===== src/rtl/apb_uart_ctrl_pkg.sv =====
// Shared definitions for the apb_uart APB front-end: register map, FSM states,
// access classes, and the access-to-strobe mapping.
package apb_uart_ctrl_pkg;

  localparam int unsigned ADDR_BAUD   = 0;
  localparam int unsigned ADDR_FRAME  = 1;
  localparam int unsigned ADDR_PARITY = 2;
  localparam int unsigned ADDR_SBITS  = 3;
  localparam int unsigned ADDR_TX     = 4;
  localparam int unsigned ADDR_RX     = 5;

  typedef enum logic [1:0] {IDLE, DECODE, BUSY, RESP} ctrl_state_e;

  typedef enum logic [2:0] {
    ACC_CFG_WR,
    ACC_CFG_RD,
    ACC_TX,
    ACC_RX,
    ACC_ILLEGAL
  } access_e;

  // Strobe vector bit order: {rx, tx, cfg_rd, cfg_wr}
  function automatic logic [3:0] strobe_for(access_e acc);
    case (acc)
      ACC_CFG_WR: return 4'b0001;
      ACC_CFG_RD: return 4'b0010;
      ACC_TX:     return 4'b0100;
      ACC_RX:     return 4'b1000;
      default:    return 4'b0000;
    endcase
  endfunction

endpackage


===== src/rtl/apb_uart_ctrl_decode.sv =====
// Combinational classifier: maps an APB address and direction onto the core
// operation it requests, or ACC_ILLEGAL for unmapped/wrong-direction accesses.
module apb_uart_ctrl_decode
  import apb_uart_ctrl_pkg::*;
#(
  parameter int ADDR_WIDTH = 32
) (
  input  logic [ADDR_WIDTH-1:0] addr,
  input  logic                  write,
  output access_e               access
);

  always_comb begin
    access = ACC_ILLEGAL;
    if (addr <= ADDR_WIDTH'(ADDR_SBITS)) begin
      access = write ? ACC_CFG_WR : ACC_CFG_RD;
    end else if (addr == ADDR_WIDTH'(ADDR_TX) && write) begin
      access = ACC_TX;
    end else if (addr == ADDR_WIDTH'(ADDR_RX) && !write) begin
      access = ACC_RX;
    end
  end

endmodule


===== src/rtl/apb_uart_ctrl.sv =====
// APB3 slave front-end for the apb_uart core: one access at a time, strobe held until the core
// answers. Optional BUSY watchdog enabled by defining APB_UART_CTRL_TIMEOUT_EN.
module apb_uart_ctrl
  import apb_uart_ctrl_pkg::*;
#(
  parameter int DATA_WIDTH     = 32,
  parameter int ADDR_WIDTH     = 32,
  parameter int TIMEOUT_CYCLES = 65535
) (
  input  logic                  PCLK,
  input  logic                  PRESETn,
  input  logic                  PSEL,
  input  logic                  PENABLE,
  input  logic                  PWRITE,
  input  logic [ADDR_WIDTH-1:0] PADDR,
  input  logic [DATA_WIDTH-1:0] PWDATA,
  output logic [DATA_WIDTH-1:0] PRDATA,
  output logic                  PREADY,
  output logic                  PSLVERR,
  output logic [DATA_WIDTH-1:0] core_write_data,
  output logic [ADDR_WIDTH-1:0] core_addr,
  output logic                  core_tx_detect,
  output logic                  core_rx_detect,
  output logic                  core_cfg_wr_detect,
  output logic                  core_cfg_rd_detect,
  input  logic [DATA_WIDTH-1:0] core_read_data,
  input  logic                  core_ready,
  input  logic                  core_error
);

  if (TIMEOUT_CYCLES < 1 || TIMEOUT_CYCLES > 65535) begin : g_bad_timeout
    $error("TIMEOUT_CYCLES must fit the 16-bit BUSY counter");
  end

  ctrl_state_e state, state_next;
  access_e access_in, access_q;
  logic write_q, err_q;
  logic [3:0] strobe_q;
  logic [DATA_WIDTH-1:0] wdata_q, rdata_q;
  logic [ADDR_WIDTH-1:0] addr_q;
  logic setup, core_done, timeout_hit;

  assign setup     = PSEL && !PENABLE;
  assign core_done = core_ready || core_error;

  apb_uart_ctrl_decode #(.ADDR_WIDTH(ADDR_WIDTH)) u_decode (
    .addr  (PADDR),
    .write (PWRITE),
    .access(access_in)
  );

`ifdef APB_UART_CTRL_TIMEOUT_EN
  logic [15:0] busy_cnt;

  always_ff @(posedge PCLK) begin
    if (!PRESETn) begin
      busy_cnt <= '0;
    end else if (state == DECODE) begin
      busy_cnt <= '0;
    end else if (state == BUSY) begin
      busy_cnt <= busy_cnt + 16'd1;
    end
  end

  // A core answer arriving in the final allowed cycle still wins over the abort
  assign timeout_hit = (state == BUSY) && !core_done && (busy_cnt == 16'(TIMEOUT_CYCLES - 1));
`else
  assign timeout_hit = 1'b0;
`endif

  always_ff @(posedge PCLK) begin
    if (!PRESETn) begin
      state <= IDLE;
    end else begin
      state <= state_next;
    end
  end

  always_comb begin
    state_next = state;
    case (state)
      IDLE:    if (setup) state_next = DECODE;
      DECODE:  state_next = (access_q == ACC_ILLEGAL) ? RESP : BUSY;
      BUSY:    if (core_done || timeout_hit) state_next = RESP;
      RESP:    state_next = IDLE;
      default: state_next = IDLE;
    endcase
  end

  always_ff @(posedge PCLK) begin
    if (!PRESETn) begin
      access_q <= ACC_ILLEGAL;
      write_q  <= 1'b0;
      addr_q   <= '0;
      wdata_q  <= '0;
      rdata_q  <= '0;
      err_q    <= 1'b0;
      strobe_q <= '0;
    end else begin
      case (state)
        IDLE: begin
          if (setup) begin
            access_q <= access_in;
            write_q  <= PWRITE;
            addr_q   <= PADDR;
            wdata_q  <= PWDATA;
          end
        end
        DECODE: begin
          err_q    <= (access_q == ACC_ILLEGAL);
          strobe_q <= strobe_for(access_q);
        end
        BUSY: begin
          if (core_done) begin
            strobe_q <= '0;
            err_q    <= core_error;
            if (!write_q) rdata_q <= core_read_data;
          end else if (timeout_hit) begin
            strobe_q <= '0;
            err_q    <= 1'b1;
            rdata_q  <= '0;
          end
        end
        RESP: begin
          rdata_q <= '0;
          err_q   <= 1'b0;
        end
        default: ;
      endcase
    end
  end

  assign PREADY             = (state == RESP);
  assign PSLVERR            = (state == RESP) && err_q;
  assign PRDATA             = rdata_q;
  assign core_addr          = addr_q;
  assign core_write_data    = wdata_q;
  assign core_cfg_wr_detect = strobe_q[0];
  assign core_cfg_rd_detect = strobe_q[1];
  assign core_tx_detect     = strobe_q[2];
  assign core_rx_detect     = strobe_q[3];

endmodule


===== config.mk =====
export PLATFORM = sky130hd
export DESIGN_NAME = apb_uart_ctrl
export DESIGN_NICKNAME = d
export VERILOG_FILES = /design/src/rtl/apb_uart_ctrl_pkg.sv /design/src/rtl/apb_uart_ctrl_decode.sv /design/src/rtl/apb_uart_ctrl.sv
export SDC_FILE = /design/constraint.sdc
export NUM_CORES = 1
export LEC_CHECK = 0
export ABC_CLOCK_PERIOD_IN_PS = 4560
export CORE_MARGIN = 4
export CORE_UTILIZATION = 43
export CTS_BUF_LIST = sky130_fd_sc_hd__clkbuf_4 sky130_fd_sc_hd__clkbuf_8 sky130_fd_sc_hd__clkbuf_16
export CTS_CLUSTER_DIAMETER = 60
export DETAILED_ROUTE_END_ITERATION = 7
export GPL_TIMING_DRIVEN = 0
export PLACE_DENSITY = 0.85
export SLEW_MARGIN = 20
export SYNTH_ARGS = -nofsm -noshare
export SYNTH_HDL_FRONTEND = slang
export SYNTH_SLANG_ARGS = --single-unit

===== constraint.sdc =====
create_clock -name PCLK -period 4.56 [get_ports PCLK]
set_input_delay 0.912 -clock PCLK [delete_from_list [all_inputs] [get_ports PCLK]]
set_output_delay 0.912 -clock PCLK [all_outputs]
set_load 0.02 [all_outputs]

==> out/qor.yml, run 1 <==
synth_area_um2: 4140
ys_ff_latch: 107
r2r-end: "PRDATA[7]"
cp-start-kind: "flip-flop"
timing.final.crit_share_pct: 69.4
clk_latency_ns: 0.36
p_total_uw: 2650
holdPathEnd: "PRDATA[19]"
place_congestion: 0.799
use_met3_pct: 5.71
hold_buffers: 0
rows: 35
met1_usage_pct: 26.4
timing.fmax_mhz: 316
p_per_area_nw_per_um2: 405
die_h_um: 106
synth_flop_cell: "dfxtp_1"
synth.avg_cell_area_um2: 8.24
viasPerCell: 5.13
placed_cells: 836
grt_pass1_wl_um: 21300
layout-drive-gt1-share_pct: 4.29
antenna_found_initial: 0
clock_skew_ns: 0.0165
critPathArrivalTime_ns: 2.25
multi_input_area_um2: 1820
overflow: 0
drv_cap: 0
rsz0062_at_grt: "no"
outcome: "finished, final reports clean"
path_class: "flip-flop to primary output"
wire_per_inst_um: 16.4
r2r_setup_slack_ns: 2.42
synth_cell_type_count: 33
min_period_ns: 3.17
cts.clk_slew.worst_paths_ns: 0.10
grt_max_degree: 17
cts_setup_buffers: 0
htreeDepth: 3
worstPathMaxFanout: 10
synth.top_cell.area_share_pct: 51.7
cts_buffers: 9
syn-num-nets: 611
cts-root-buf: "clkbuf_8"
grt_pass1_vias: 4322
synth_area_leaders: "dfxtp_1 52%, nand2_1 15%, a21oi_1 12%"
final_cell_count_no_fill: 851
power_leakage_uw: 0.00223
grt_use_total_pct: 23.6
finalSetupViolCount: 0
yosysSeqAreaShare_pct: 51.7
finalMaxSlewViolations: 0
routed_wl_um: 13900
worst_pin_slew_ns: 0.581
ys_async_sr_fraction_pct: 0
seq_area_um2: 2140
final_nets: 826
ant_nets: 0
worst_slew_margin_rel_pct: 61.3
cp_data_required_time_ns: 3.65
final_cell_mix: "204 x clkdlybuf4s50_1, 164 x nand2_1, 107 x dfxtp_1, 101 x a21oi_1, 32 x nand4b_1"
io-pin-count: 205
r2r_start: "state[0]"
crit_path_end_kind: "primary output"
drc_errors: 0
hp-class: "flip-flop to flip-flop"
die_area_um2: 11300
synth_edf_count: 0
first_pass_iters: 4
hpwl_um: 10900
hold_viol_final: 0
vias: 4365
cts_tree: "done"
use_met2_pct: 43.6
synth_cells: 503
rr_worst_depth: 6
coreArea_um2: 9330
clk_path_buf_depth: 2
hold_depth: 2
final_common_cell: "clkdlybuf4s50_1"
ctsResizeCount: 0
setup-tns-final_ns: 0
port_buffers: 204
clock_sinks: 107
hold_path_startpoint: "PRDATA[19]"
synth_warnings: 0
num_antenna_cells: 0
fillCellCount: 782
die_w_um: 106
post-route-util_pct: 70.1
top_usage_layer: "met2"
ir_drop_mv: 0.225
area_delta_synth_final_pct: 57.8
drt_iter0_markers: 192
start_util_pct: 44.4
synth_area_leader_cell: "dfxtp_1"
## cells by family (layout without fill, tap and decap cells)
family                     count (synthesis)  count (layout)  share of synthesized area, %
DFF                                      107             107                          51.7
and+or+nand+nor                          228             228                          26.4
AOI/OAI and AO/OA                        112             112                          14.6
xor gates and xnor gates                   1               1                         0.211
muxes                                      5               5                          1.21
buffers and inverters                     45             264                          4.35
adders and majority gates                  5               5                          1.51
## metal layers
metal  up-vias  wire length, um
met3        15              977
li1       2134                -
met1      2045             5600
met2       171             7110
met5         -                0
met4         0              239
## cells in the mapped netlist (2+ instances only)
master and instances:
nor4b_1 2, nand3_1 5, mux2i_1 5, a21oi_1 101, o41ai_2 2, buf_2 9
o21ai_0 4, nand4b_1 32, ha_1 5, clkbuf_1 31, nor2_1 8, nor4_1 5
dfxtp_1 107, inv_1 4, nand2_1 164, nand2b_1 2
## worst max-delay path by stage
stage | cells past startpoint | endpoint | slack [ns] | start
after detailed placement | 5 | PRDATA[22] | 1.72 | PRESETn
after global placement | 5 | PRDATA[23] | 1.77 | PRESETn
after global routing | 4 | PSLVERR | 1.24 | state[1]
after floorplan | 3 | PSLVERR | 2.43 | state[1]
final | 4 | PSLVERR | 1.39 | state[1]
after CTS | 4 | PSLVERR | 1.39 | state[1]
## per-stage QoR
step,area [um2],setup WS (ns),hold slack [ns]
finish,6540,1.39,0.455
global route,6540,1.24,0.474
CTS,6540,1.39,0.456
detailed placement,6350,1.72,0.443
global placement,6350,1.77,0.439
floorplan,4140,2.43,0.431
## worst max-delay path: stages, from the launching register on
cell and delay [ns]:
dfxtp_1 0.43, ha_1 0.35, clkbuf_1 0.33, and2_1 0.18, clkdlybuf4s50_1 0.63
## cell type report
cell class | count | area share [%]
multi-input combinational | 351 | 27.9
clock buffer | 11 | 2.12
tap | 129 | 2.47
buffer | 40 | 2.47
inverter | 5 | 0.287
timing repair buffer | 204 | 31.2
sequential | 107 | 32.8
clock inverter | 4 | 0.804
## state kept, by name (all words and copies together), names as in the netlist
signal / count
strobe_q: 4
core_write_data: 32
write_q: 1
err_q: 1
state: 2
PRDATA: 32
access_q: 3
core_addr: 32
## power breakdown
group	internal, uW	total, uW	switching (uW)	leakage (uW)
Combinational	414	962	548	0.00128
Sequential	1050	1110	64.0	0.000869
Clock	264	573	309	0.0000885
Note: power is estimated with default switching activity, not from simulation.
==> run 2: changes to the inputs <==
- ABC_CLOCK_PERIOD_IN_PS: 4560 -> 2700
- CORE_UTILIZATION: 43 -> 36
- PLACE_DENSITY: 0.85 -> 0.76
- clock period: 4.56 -> 2.7 ns (I/O delays scaled with it)
==> out/qor.yml, run 2 (same netlist as run 1, synthesis figures left out) <==
port_buffers: 204  # unchanged
first_pass_iters: 5  # +1
hold_buffers: 0  # unchanged
outcome: "finished, final reports clean"
die_w_um: 115  # +8.6%
timing.fmax_mhz: 386
final_nets: 826  # unchanged
die_h_um: 115  # +8.6%
worst_pin_slew_ns: 0.542  # -0.0388 ns
ant_nets: 0  # unchanged
die_area_um2: 13300  # +18%
clock_skew_ns: 0.0116  # -0.00483 ns
cts_tree: "done"
viasPerCell: 4.98  # -2.9%
finalMaxSlewViolations: 0  # unchanged
finalSetupViolCount: 0  # unchanged
start_util_pct: 37.6  # -6.9 points
min_period_ns: 2.59
power_leakage_uw: 0.00229  # +2.4%
r2r-end: "core_addr[18]"
timing.final.ws_setup_ns: 0.110  # -1.28 ns
routed_wl_um: 13400  # -3.8%
clock_sinks: 107  # unchanged
overflow: 0  # unchanged
htreeDepth: 3  # unchanged
hold_depth: 2  # unchanged
rows: 38  # +8.6%
r2r_setup_slack_ns: 0.65  # -1.77 ns
drc_errors: 0  # unchanged
place_congestion: 0.797  # -0.28%
worst_slew_margin_rel_pct: 63.7  # +2.5 points
cp_data_required_time_ns: 2.16  # -1.49 ns
cts-root-buf: "clkbuf_16"
num_antenna_cells: 0  # unchanged
clk_latency_ns: 0.34  # -0.02 ns
grt_pass1_vias: 4200  # -2.8%
grt_use_total_pct: 19.4  # -4.2 points
wire_per_inst_um: 15.5  # -5.1%
timing.final.crit_share_pct: 95.9
path_class: "flip-flop to primary output"
vias: 4300  # -1.5%
cp-start-kind: "flip-flop"
setup-tns-final_ns: 0  # unchanged
drt_iter0_markers: 249  # +30%
p_total_uw: 4730  # +79%
rr_worst_depth: 8  # +2
worstPathMaxFanout: 10  # unchanged
area_delta_synth_final_pct: 60.6
layout-drive-gt1-share_pct: 4.70  # +0.41 points
ir_drop_mv: 0.442  # +96%
crit_path_end_kind: "primary output"
final_common_cell: "clkdlybuf4s50_1"
hold_path_startpoint: "PRDATA[25]"
final_cell_mix: "204 x clkdlybuf4s50_1, 164 x nand2_1, 107 x dfxtp_1, 101 x a21oi_1, 32 x nand4b_1"
p_per_area_nw_per_um2: 711  # +76%
pre_cts_slack_ns: 0.280  # -1.44 ns
cts_buffers: 9  # unchanged
cts.clk_slew.worst_paths_ns: 0.07  # -0.03 ns
hpwl_um: 10600  # -2.9%
grt_max_degree: 19  # +2
rsz0062_at_grt: "no"
hold_viol_final: 0  # unchanged
drv_cap: 0  # unchanged
grt_pass1_wl_um: 20700  # -2.8%
holdPathEnd: "PRDATA[25]"
clk_path_buf_depth: 2  # unchanged
hp-class: "flip-flop to flip-flop"
coreArea_um2: 11000  # +18%
antenna_found_initial: 0  # unchanged
io-pin-count: 205  # unchanged
critPathArrivalTime_ns: 2.05  # -0.20 ns
r2r_start: "state[0]"
==> run 2: where the power goes <==
group | internal [uW] | switching, uW | total, uW
logic | 698 | 891 | 1590
registers | 1770 | 107 | 1880
clock network | 674 | 588 | 1260
total | 3150 | 1590 | 4730
==> run 2: timing repair <==
| item | 4_1_cts | 5_1_grt |
|---|---|---|
| endpoints found under the setup margin | 1 | 1 |
| gates resized for setup | 1 | 1 |
| setup buffers | 0 | 0 |
==> run 2: layout make-up <==
| type | count | area (um2) |
|---|---|---|
| clock inverter | 5 | 42.5 |
| sequential | 107 | 2140 |
| buffer | 40 | 163 |
| clock buffer | 11 | 246 |
| tap | 140 | 175 |
| timing repair buffer | 204 | 2040 |
| fill | 992 | 4380 |
| inverter | 5 | 18.8 |
| multi-input combinational | 351 | 1820 |
==> run 2: how the worst max path moves through the flow <==
stage | startpoint | endpoint | slack (ns) | cells past startpoint
2_1_floorplan | state[1] | PSLVERR | 0.95 | 3
4_1_cts | state[1] | PSLVERR | 0.01 | 4
6_report | state[1] | PSLVERR | 0.11 | 4
3_5_place_dp | state[1] | PSLVERR | 0.28 | 4
5_1_grt | state[1] | PSLVERR | 0.02 | 4
3_3_place_gp | PENABLE | core_addr[16] | 0.28 | 7
==> run 2: metrics by stage <==
step	instances	utilization (%)	cell area [um2]	hold WS (ns)
global route	863	60.3	6650	0.476
CTS	863	60.3	6650	0.455
detailed placement	847	57.7	6360	0.445
floorplan	503	-	4140	0.431
finish	863	60.3	6650	0.451
global placement	847	57.7	6360	0.439
==> run 2: metal layers <==
| metal | track usage [%] | wire length, um | vias up |
|---|---|---|---|
| li1 | - | - | 2143 |
| met1 | 23.1 | 5420 | 1990 |
| met2 | 33.5 | 6660 | 147 |
| met3 | 5.21 | 1020 | 20 |
| met4 | 7.04 | 296 | 0 |
| met5 | 0 | 0 | - |
==> run 2: critical path, cell delays in order (launching register included) <==
cell	delay, ns
dfxtp_1	0.41
ha_2	0.31
clkbuf_2	0.23
and2_1	0.14
clkdlybuf4s50_1	0.63
==> run 3: changes to the inputs <==
- ABC_AREA: not set -> 1
- CELL_PAD_IN_SITES_DETAIL_PLACEMENT: not set -> 1
- CELL_PAD_IN_SITES_GLOBAL_PLACEMENT: not set -> 2
- CORE_UTILIZATION: 36 -> 20
- PLACE_DENSITY: 0.76 -> not set
- PLACE_DENSITY_LB_ADDON: not set -> 0.1
==> out/qor.yml, run 3 <==
drc_errors: 0  # unchanged
synth_area_leader_cell: "dfxtp_1"
critPathArrivalTime_ns: 1.77  # -0.28 ns
layout-drive-gt1-share_pct: 7.96  # +3.3 points
worst_pin_slew_ns: 0.691  # +0.149 ns
path_class: "flip-flop to primary output"
p_per_area_nw_per_um2: 786  # +11%
port_buffers: 204  # unchanged
area_delta_synth_final_pct: 61.8
drt_iter0_markers: 161  # -35%
die_area_um2: 24200  # +82%
worstPathMaxFanout: 5  # -5
syn-num-nets: 667  # +9.2%
die_w_um: 156  # +35%
worst_slew_margin_rel_pct: 53.9  # -9.8 points
whs_ns: 0.465  # +0.0136 ns
finalMaxSlewViolations: 0  # unchanged
yosysSeqAreaShare_pct: 49.2  # -2.5 points
synth_commonest_cells: "124 x nand2_1, 107 x dfxtp_1, 96 x nand3_1"
fillCellCount: 2528  # +150%
cts_buffers: 9  # unchanged
viasPerCell: 4.37  # -12%
post-route-util_pct: 33.2  # -27 points
wire_per_inst_um: 15.7  # +0.79%
start_util_pct: 20.5  # -17 points
final_cell_mix: "204 x clkdlybuf4s50_1, 124 x nand2_1, 107 x dfxtp_1, 96 x nand3_1, 94 x a21oi_1"
clock_skew_ns: 0.00674  # -0.00487 ns
cts_tree: "done"
setup-tns-final_ns: 0  # unchanged
ant_nets: 0  # unchanged
hpwl_um: 12800  # +21%
hp-class: "flip-flop to flip-flop"
synth.avg_cell_area_um2: 7.79  # -5.4%
grt_pass1_wl_um: 26700  # +29%
place_congestion: 0.740  # -7.1%
antenna_found_initial: 0  # unchanged
synth_edf_count: 0  # unchanged
post_dp_cell_area_um2: 6740  # +6.0%
grt_use_total_pct: 13.7  # -5.7 points
synth_area_um2: 4360  # +5.1%
crit_path_end_kind: "primary output"
ir_drop_mv: 0.299  # -32%
clk_path_buf_depth: 2  # unchanged
htreeDepth: 3  # unchanged
clock_sinks: 107  # unchanged
hold_viol_final: 0  # unchanged
overflow: 0  # unchanged
synth_flop_cell: "dfxtp_1"
synth_area_leaders: "dfxtp_1 49%, nand3_1 11%, a21oi_1 11%"
cp-start-kind: "flip-flop"
synth_cell_type_count: 25  # -24%
coreArea_um2: 21200  # +92%
grt_pass1_vias: 4983  # +19%
cts_setup_buffers: 0  # unchanged
ys_async_sr_fraction_pct: 0  # unchanged
timing.final.crit_share_pct: 85.7  # -10 points
cp_data_required_time_ns: 2.16  # about the same
die_h_um: 156  # +35%
synth_cells: 559  # +11%
outcome: "finished, final reports clean"
first_pass_iters: 4  # -1
grt_max_degree: 18  # -1
rsz0062_at_grt: "no"
final_nets: 882  # +6.8%
p_total_uw: 5540  # +17%
min_period_ns: 2.31  # -0.278 ns
num_antenna_cells: 0  # unchanged
routed_wl_um: 16500  # +23%
io-pin-count: 205  # unchanged
timing.fmax_mhz: 432  # +12%
vias: 4607  # +7.1%
ctsResizeCount: 0  # -1
synth_warnings: 0  # unchanged
final_common_cell: "clkdlybuf4s50_1"
cts-root-buf: "clkbuf_16"
clk_latency_ns: 0.35  # about the same
drv_cap: 0  # unchanged
yosysMostFrequentCell: "nand2_1"
rows: 53  # +39%
synth.top_cell.area_share_pct: 49.2  # -2.5 points
ys_ff_latch: 107  # unchanged
hold_buffers: 0  # unchanged
finalSetupViolCount: 0  # unchanged
final_area_um2: 7050  # +6.0%
power_leakage_uw: 0.00246  # +7.7%
cts.clk_slew.worst_paths_ns: 0.07  # about the same
## run 3: changes by cell type in the layout (fill, tap and decap cells not counted), moves of 6 or more
cell / before / now
nand3_1: 5 / 96
nand2_1: 164 / 124
nand4b_1: 32 / 0
nor2_1: 8 / 28
inv_1: 4 / 23
clkbuf_1: 30 / 13
a21oi_2: 0 / 13
buf_1: 0 / 11
nand3_2: 0 / 10
a21oi_1: 101 / 94
buf_6: 0 / 6
## run 3: critical path: stages (launching register included)
cell,delay (ns)
dfxtp_1,0.41
ha_1,0.27
nand2_1,0.08
inv_1,0.05
clkdlybuf4s50_1,0.61
## run 3: area by class of cell
class	instances	area [um2]	area share, %
Sequential cell	107	2140	30.4
Timing Repair Buffer	204	2040	29.0
Multi-Input combinational cell	385	1900	26.9
Tap cell	275	344	4.88
Clock buffer	11	246	3.50
Buffer	41	215	3.05
Inverter	26	100	1.42
Clock inverter	5	61.3	0.870
## run 3: kinds of logic (layout without fill, tap and decap cells)
| kind of cell | count (synthesis) | count (layout) | share of synthesized area, % |
|---|---|---|---|
| flops | 107 | 107 | 49.2 |
| buf+inv | 67 | 287 | 7.24 |
| compound gates | 117 | 117 | 14.7 |
| fa+ha+maj | 5 | 5 | 1.44 |
| simple gates | 263 | 263 | 27.5 |
## run 3: per-layer routing
| metal | wire length [um] | global-route usage, % |
|---|---|---|
| met1 | 7430 | 17.5 |
| met2 | 8020 | 23.4 |
| met3 | 887 | 3.47 |
| met4 | 160 | 2.88 |
| met5 | 0 | 0 |
## run 3: worst paths after layout
path	slack, ns	depth (start not counted)	startpoint	to
setup / recovery	0.39	4	state[0]	PSLVERR
hold reg to reg	0.46	2	core_addr[27]	core_addr[27]
hold / removal	0.46	2	core_addr[27]	core_addr[27]
setup reg to reg	0.77	7	state[0]	access_q[1]
## run 3: where the power goes
group | leakage [uW] | internal (uW) | total (uW) | switching, uW
Sequential | 0.000872 | 1850 | 2000 | 152
Clock | 0.000142 | 760 | 1390 | 628
Combinational | 0.00145 | 921 | 2150 | 1230
## run 3: metrics by stage
| step | setup slack (ns) | cells |
|---|---|---|
| global route | 0.280 | 1054 |
| global placement | 0.216 | 1038 |
| CTS | 0.328 | 1054 |
| detailed placement | 0.209 | 1038 |
| floorplan | 1.21 | 559 |
| finish | 0.387 | 1054 |
